`config.mk`:
```
export PLATFORM = sky130hd
export DESIGN_NAME = prog_loader
export DESIGN_NICKNAME = d
export VERILOG_FILES = /design/src/rtl/prog_loader.sv
export SDC_FILE = /design/constraint.sdc
export NUM_CORES = 1
export LEC_CHECK = 0
export CAP_MARGIN = 10
export CELL_PAD_IN_SITES_DETAIL_PLACEMENT = 1
export CELL_PAD_IN_SITES_GLOBAL_PLACEMENT = 1
export CORE_MARGIN = 2
export CORE_UTILIZATION = 25
export DETAILED_ROUTE_END_ITERATION = 8
export PLACE_DENSITY = 0.58
export SYNTH_ARGS = -nofsm -noshare
export SYNTH_HDL_FRONTEND = slang
export SYNTH_SLANG_ARGS = --single-unit
export TNS_END_PERCENT = 10
```
`constraint.sdc`:
```
create_clock -name clock -period 2.53 [get_ports clock]
set_input_delay 0.506 -clock clock [delete_from_list [all_inputs] [get_ports clock]]
set_output_delay 0.506 -clock clock [all_outputs]
set_load 0.1 [all_outputs]
```
`src/rtl/prog_loader.sv`:
```
// Instruction-memory loader: takes a host word stream over valid/ready and issues one
// registered write per word into a DEPTH-entry memory, tracking count, checksum and overflow.
module prog_loader #(
    parameter int DATA_W = 16,
    parameter int ADDR_W = 5,
    parameter int DEPTH  = 32
) (
    input  logic                clock,
    input  logic                resetN,
    input  logic                start,
    input  logic                in_valid,
    input  logic [DATA_W-1:0]   in_data,
    input  logic                in_last,
    output logic                in_ready,
    output logic [ADDR_W-1:0]   mem_addr,
    output logic [DATA_W-1:0]   mem_data,
    output logic                mem_wren,
    output logic                busy,
    output logic                loaded,
    output logic                overflow,
    output logic [ADDR_W:0]     word_count,
    output logic [DATA_W-1:0]   checksum,
    output logic [1:0]          state_dbg
);

    typedef enum logic [1:0] {
        S_IDLE = 2'd0,
        S_LOAD = 2'd1,
        S_DONE = 2'd2,
        S_ERR  = 2'd3
    } state_t;

    state_t              state_q, state_d;
    logic [ADDR_W-1:0]   ptr_q, ptr_d;
    logic [ADDR_W-1:0]   mem_addr_q, mem_addr_d;
    logic [DATA_W-1:0]   mem_data_q, mem_data_d;
    logic                mem_wren_q, mem_wren_d;
    logic [ADDR_W:0]     word_count_q, word_count_d;
    logic [DATA_W-1:0]   checksum_q, checksum_d;
    logic                busy_q, busy_d;
    logic                loaded_q, loaded_d;
    logic                overflow_q, overflow_d;
    logic                accept;

    // Handshake: a word transfers on any rising edge where in_valid and in_ready are both
    // high; in_ready is high exactly while loading and does not depend on in_valid.
    assign in_ready = (state_q == S_LOAD);
    assign accept   = in_valid && in_ready;

    always_comb begin
        state_d      = state_q;
        ptr_d        = ptr_q;
        mem_addr_d   = mem_addr_q;
        mem_data_d   = mem_data_q;
        mem_wren_d   = 1'b0;
        word_count_d = word_count_q;
        checksum_d   = checksum_q;
        case (state_q)
            S_IDLE, S_DONE, S_ERR: begin
                if (start) begin
                    state_d      = S_LOAD;
                    ptr_d        = '0;
                    word_count_d = '0;
                    checksum_d   = '0;
                end
            end
            S_LOAD: begin
                if (accept) begin
                    mem_addr_d   = ptr_q;
                    mem_data_d   = in_data;
                    mem_wren_d   = 1'b1;
                    ptr_d        = ptr_q + ADDR_W'(1);
                    word_count_d = word_count_q + (ADDR_W+1)'(1);
                    checksum_d   = checksum_q + in_data;
                    // A final word in the last slot is a legal full image, so in_last wins.
                    if (in_last) begin
                        state_d = S_DONE;
                    end else if (ptr_q == ADDR_W'(DEPTH-1)) begin
                        state_d = S_ERR;
                    end
                end
            end
            default: state_d = S_IDLE;
        endcase
        busy_d     = (state_d == S_LOAD);
        loaded_d   = (state_d == S_DONE);
        overflow_d = (state_d == S_ERR);
    end

    always_ff @(posedge clock or posedge resetN) begin
        if (resetN) begin
            state_q      <= S_IDLE;
            ptr_q        <= '0;
            mem_addr_q   <= '0;
            mem_data_q   <= '0;
            mem_wren_q   <= 1'b0;
            word_count_q <= '0;
            checksum_q   <= '0;
            busy_q       <= 1'b0;
            loaded_q     <= 1'b0;
            overflow_q   <= 1'b0;
        end else begin
            state_q      <= state_d;
            ptr_q        <= ptr_d;
            mem_addr_q   <= mem_addr_d;
            mem_data_q   <= mem_data_d;
            mem_wren_q   <= mem_wren_d;
            word_count_q <= word_count_d;
            checksum_q   <= checksum_d;
            busy_q       <= busy_d;
            loaded_q     <= loaded_d;
            overflow_q   <= overflow_d;
        end
    end

    assign mem_addr   = mem_addr_q;
    assign mem_data   = mem_data_q;
    assign mem_wren   = mem_wren_q;
    assign busy       = busy_q;
    assign loaded     = loaded_q;
    assign overflow   = overflow_q;
    assign word_count = word_count_q;
    assign checksum   = checksum_q;
    assign state_dbg  = state_q;

endmodule

```
==> results_dict.tcl, run 1 <==
set metrics [dict create \
    switchingPower_mw 3.13 \
    wl_per_cell_um 14.6 \
    min_path_type "reg -> reg" \
    drc_errors 0 \
    worst_ep_required_time_ns 2.76 \
    core_mm2 0.0109 \
    cts_buffers 5 \
    cts.sink_count 54 \
    hold_slack_ns 0.480 \
    area_growth_pct 38.4 \
    critPathMaxStageDelay_ns 0.48 \
    die_w_um 110 \
    power.share.combinational_pct 66.5 \
    finalHoldViolations 0 \
    status "completed" \
    diodes 0 \
    ir_drop_mv 0.641 \
    min_to "mem_data[8]" \
    arrival_ns 2.60 \
    die_y_um 110 \
    final_nets 446 \
    clkTransAtPathRegs_ns 0.09 \
    worstSetupEndpointType "flip-flop" \
    setup_violations 0 \
    rr_worst_depth 8 \
    cap_violations 0 \
    synth_fp_nets 344 \
    reg2reg_slack_ns 0.40 \
    rsz0062_at_grt "no" \
    first_pass_iters 4 \
    antenna_found_initial 0 \
    synth-edff-count 0 \
    drive_gt1_share_pct 26.1 \
    yosysMostFrequentCell "nand2_1" \
    cp-start-kind "input port" \
    final_core_util_pct 35.5 \
    drt_iter0_drc 46 \
    synth.largest_area_cell "dfrtp_1" \
    post_synth.cell_area_avg_um2 9.19 \
    max_freq_mhz 422 \
    pwr-share-clk_pct 9.2 \
    r2r_end "checksum[10]" \
    synth_seq_cells 54 \
    p_leak_nw 1.95 \
    worstReg2RegStart "checksum[5]" \
    crit_slowest_cell "clkdlybuf4s50_1" \
    cts_tree "built" \
    die-area_mm2 0.0120 \
    num_io_pins 71 \
    synthDistinctLibCells 40 \
    yosysWarningCount 0 \
    ant_nets 0 \
    slew_violations 0 \
    grt_max_degree 33 \
    htree_num_levels 2 \
    yosys-top-cells-area "dfrtp_1, nand2_1, ha_1" \
    critical_path_class "in -> reg" \
    crit_chain "clkdlybuf4s50_1 -> ha_1 -> inv_1 -> fa_2 -> nor2b_2 -> o211ai_1 -> nand3_2 -> nand2_1 -> or4_1 -> o211ai_1" \
    min_period_ns 2.37 \
    place_hpwl_um 6060 \
    wl_um 7980 \
    cts.path.max_buffers 2 \
    fillers 1293 \
    place_congestion 0.817 \
    vias 2509 \
    clock_latency_ns 0.32 \
    cp_max_fo 3 \
    tightest_slew_ns 0.431 \
    synthFlopType "dfrtp_1" \
    grt_first_pass_wirelength_um 13300 \
    power.density_mw_per_mm2 1410 \
    grt_usage_pct 14.2 \
    power.total_mw 5.46 \
    portBuffers 70 \
    swShare_pct 57.4 \
    cts-root-buf "clkbuf_8" \
    avgViaCountPerCell 4.60 \
    maxSlewHeadroom_pct 71.3 \
    synth_top_area_share_pct 48.4 \
    syn_inst 304 \
    yosys-top-cells-count "nand2_1, dfrtp_1, o21ai_0, ha_1, a21oi_1" \
    seq_power_share_pct 24.3 \
    synth-seq-area-share_pct 48.4 \
    overflow 0 \
    min_path_cells 2 \
    placementRows 38 \
    grt_pass1_vias 2727 \
    cp_common_cell "o211ai_1" \
    min_from "mem_data[8]" \
    async_flop_share_pct 100 \
    p_int_mw 2.33 \
    startpoint "in_data[0]" \
    netlist_area_mm2 0.00279 \
    min_period_over_period_pct 93.7 \
    initial_utilization_pct 25.7 \
    finClkSkew_ns 0.0136 \
]
==> critical path, delay by kind of cell <==
family | cells | cell delay [ns]
AO/OA/AOI/OAI | 2 | 0.21
buffers and inverters | 2 | 0.54
adder cells (fa/ha/maj) | 2 | 0.54
AND/OR/NAND/NOR | 4 | 0.81
==> power groups by stage <==
stage               Combinational, mW  Sequential (mW)  Clock, mW
floorplan                       0.977             2.99          0
global placement                 3.61             1.34          0
detailed placement               3.65             1.35          0
CTS                              3.66             1.33      0.529
global route                     3.87             1.37      0.566
finish                           3.63             1.32      0.502
==> how the worst max path moves through the flow <==
stage | end | slack (ns) | cells past startpoint
finish | checksum[12] | 0.16 | 10
global route | checksum[12] | 0.003 | 10
CTS | checksum[12] | 0.06 | 10
detailed placement | checksum[12] | -0.28 | 10
global placement | checksum[12] | -0.22 | 10
floorplan | checksum[15] | -0.04 | 7
==> cells in the final DEF (no fill, tap or decap), types with 10 or more instances in the layout <==
master,count
xor2_1,10
nor2_1,12
a21oi_1,14
ha_1,18
clkdlybuf4s50_1,20
buf_4,87
o21ai_0,22
nand2_1,92
dfrtp_1,50
==> what timing repair did <==
action / CTS / global route
gates resized for setup: 0 / 3
buffers inserted: 0 / 0
endpoints found under the setup margin: 0 / 2
hold buffers: 0 / 0
==> registers in the layout, indices dropped and copies added (netlist names) <==
register and flops:
loaded 1, mem_data 16, overflow 1, state_dbg 2
busy 1, word_count 6, ptr_q 5, mem_wren 1
checksum 16, mem_addr 5
==> cell families after synthesis <==
logic type	count (synthesis)	synth area share, %
and+or+nand+nor	132	20.5
AOI/OAI and AO/OA	60	13.5
DFF	54	48.4
buffers and inverters	21	3.18
adders and majority gates	19	8.78
xor gates and xnor gates	17	5.33
muxes	1	0.358
==> area by class of cell <==
type / instances / area, um2 / area share [%]
sequential: 54 / 1360 / 35.1
multi-input combinational: 229 / 1370 / 35.3
clock buffer: 5 / 68.8 / 1.78
clock inverter: 2 / 13.8 / 0.356
inverter: 9 / 33.8 / 0.874
timing repair buffer: 107 / 853 / 22.1
tap: 140 / 175 / 4.53
==> stage by stage <==
step	instances	TNS, ns	cell area [um2]	setup WS, ns
global placement	539	-0.501	3780	-0.223
floorplan	304	-0.0435	2810	-0.0435
detailed placement	539	-0.642	3780	-0.278
global route	546	0	3870	0.00282
CTS	546	0	3860	0.0563
finish	546	0	3870	0.159
==> per-layer routing <==
metal | share of wire, % | global-route usage (%) | wire length, um | vias up
li1 | - | - | - | 1233
met1 | 47 | 18.4 | 3760 | 1218
met2 | 48 | 24.2 | 3820 | 51
met3 | 3.7 | 2.37 | 294 | 7
met4 | 1.3 | 4.43 | 102 | 0
met5 | 0 | 0 | 0 | -
No activity file was read; power rests on OpenSTA's default activity.
==> run 2: changes to the inputs <==
CORE_UTILIZATION = 37   (was 25)
CTS_CLUSTER_SIZE = 12   (was not set)
PLACE_DENSITY = 0.8   (was 0.58)
==> results_dict.tcl, run 2 (same netlist as run 1, synthesis figures left out) <==
set metrics [dict create \
    min_path_type "reg -> reg" \
    core_mm2 0.00729 \
    grt_usage_pct 20.3 \
    critical_path_class "in -> reg" \
    maxSlewHeadroom_pct 73.3 \
    critPathMaxStageDelay_ns 0.49 \
    htree_num_levels 2 \
    slew_violations 0 \
    cts-root-buf "clkbuf_8" \
    clkTransAtPathRegs_ns 0.10 \
    area_growth_pct 37.4 \
    grt_max_degree 55 \
    die_w_um 90.9 \
    crit_chain "clkdlybuf4s50_1 -> ha_1 -> inv_1 -> fa_2 -> nor2b_2 -> o211ai_1 -> nand3_2 -> nand2_1 -> or4_1 -> o211ai_1" \
    diodes 0 \
    tightest_slew_ns 0.395 \
    portBuffers 70 \
    grt_pass1_vias 2782 \
    drive_gt1_share_pct 25.7 \
    postCtsResizedCells 0 \
    cts_setup_buffers 0 \
    clock_latency_ns 0.32 \
    place_area_mm2 0.00372 \
    hold_slack_ns 0.490 \
    wl_per_cell_um 15.9 \
    drt_iter0_drc 101 \
    num_io_pins 71 \
    arrival_ns 2.62 \
    final_nets 443 \
    first_pass_iters 4 \
    crit_buf_inv 2 \
    die_y_um 90.9 \
    max_freq_mhz 420 \
    finClkSkew_ns 0.00831 \
    min_period_ns 2.38 \
    reg2reg_slack_ns 0.43 \
    cp-start-kind "input port" \
    place_congestion 0.837 \
    ant_nets 0 \
    design_area_mm2 0.00384 \
    avgViaCountPerCell 5.11 \
    rsz0062_at_grt "no" \
    antenna_found_initial 0 \
    status "completed" \
    setup_violations 0 \
    cp_max_fo 3 \
    cts_hold_buf 0 \
    setup_slack_ns 0.149 \
    placementRows 31 \
    finalHoldViolations 0 \
    wl_um 8010 \
    drc_errors 0 \
    cts_tree "built" \
    cp_common_cell "o211ai_1" \
    min_period_over_period_pct 94.1 \
    worst_ep_required_time_ns 2.77 \
    worstSetupEndpointType "flip-flop" \
    setup_tns_ns 0 \
    cts.sink_count 54 \
    cts.path.max_buffers 2 \
    vias 2570 \
    cap_violations 0 \
    path_delay_family "simple AND/OR/NAND/NOR gates" \
    place_hpwl_um 5850 \
    initial_utilization_pct 38.3 \
    overflow 0 \
    cts_buffers 5 \
    grt_first_pass_wirelength_um 13600 \
    die-area_mm2 0.00826 \
    final_common_cell "nand2_1" \
    crit_slowest_cell "clkdlybuf4s50_1" \
    final_cell_mix "nand2_1, buf_4, dfrtp_1" \
    place_ws_ns -0.265 \
]
==> run 2: path summary, 6_finish.rpt <==
| kind | from | to | depth (start not counted) |
|---|---|---|---|
| worst max-delay path | in_data[0] | checksum[12] | 10 |
| worst min-delay path | mem_addr[1] | mem_addr[1] | 2 |
| worst max register to register | checksum[2] | checksum[15] | 7 |
| worst min register to register | mem_addr[1] | mem_addr[1] | 2 |
| max in group asynchronous | resetN | checksum[2] | 3 |
| min in group asynchronous | resetN | ptr_q[2] | 3 |
==> run 2: final cells by class <==
class	count	area [um2]
Multi-Input combinational cell	229	1370
Sequential cell	54	1360
Fill cell	883	3450
Inverter	9	33.8
Clock inverter	3	47.5
Timing Repair Buffer	104	843
Tap cell	99	124
Clock buffer	5	68.8
==> run 2: worst min-delay path, cell delays in order (launching register included) <==
cell and delay, ns:
dfrtp_1 0.36, nand2_1 0.05, nand2_1 0.05
==> run 2: metal layers <==
layer / GRT usage, % / up-vias / wire length, um
met4: 5.56 / 0 / 112
li1: - / 1230 / -
met3: 3.34 / 9 / 305
met2: 37.5 / 51 / 4220
met5: 0 / - / 0
met1: 24.4 / 1280 / 3380
==> run 2: metrics by stage <==
stage	util, %	instances
3_5_place_dp	51.0	495
6_report	52.7	503
2_1_floorplan	-	304
3_3_place_gp	51.0	495
4_1_cts	52.6	503
5_1_grt	52.7	503
Power of run 2 is not shown: default switching activity piles up to over one toggle a cycle in this logic, so the estimate is an artifact.
==> run 3: changes to the inputs <==
CTS_CLUSTER_SIZE = 16   (was 12)
==> results of run 3 <==
The final DEF is identical to that of run 2; final timing and power are the same.
Power of run 3 is left out for the same reason.
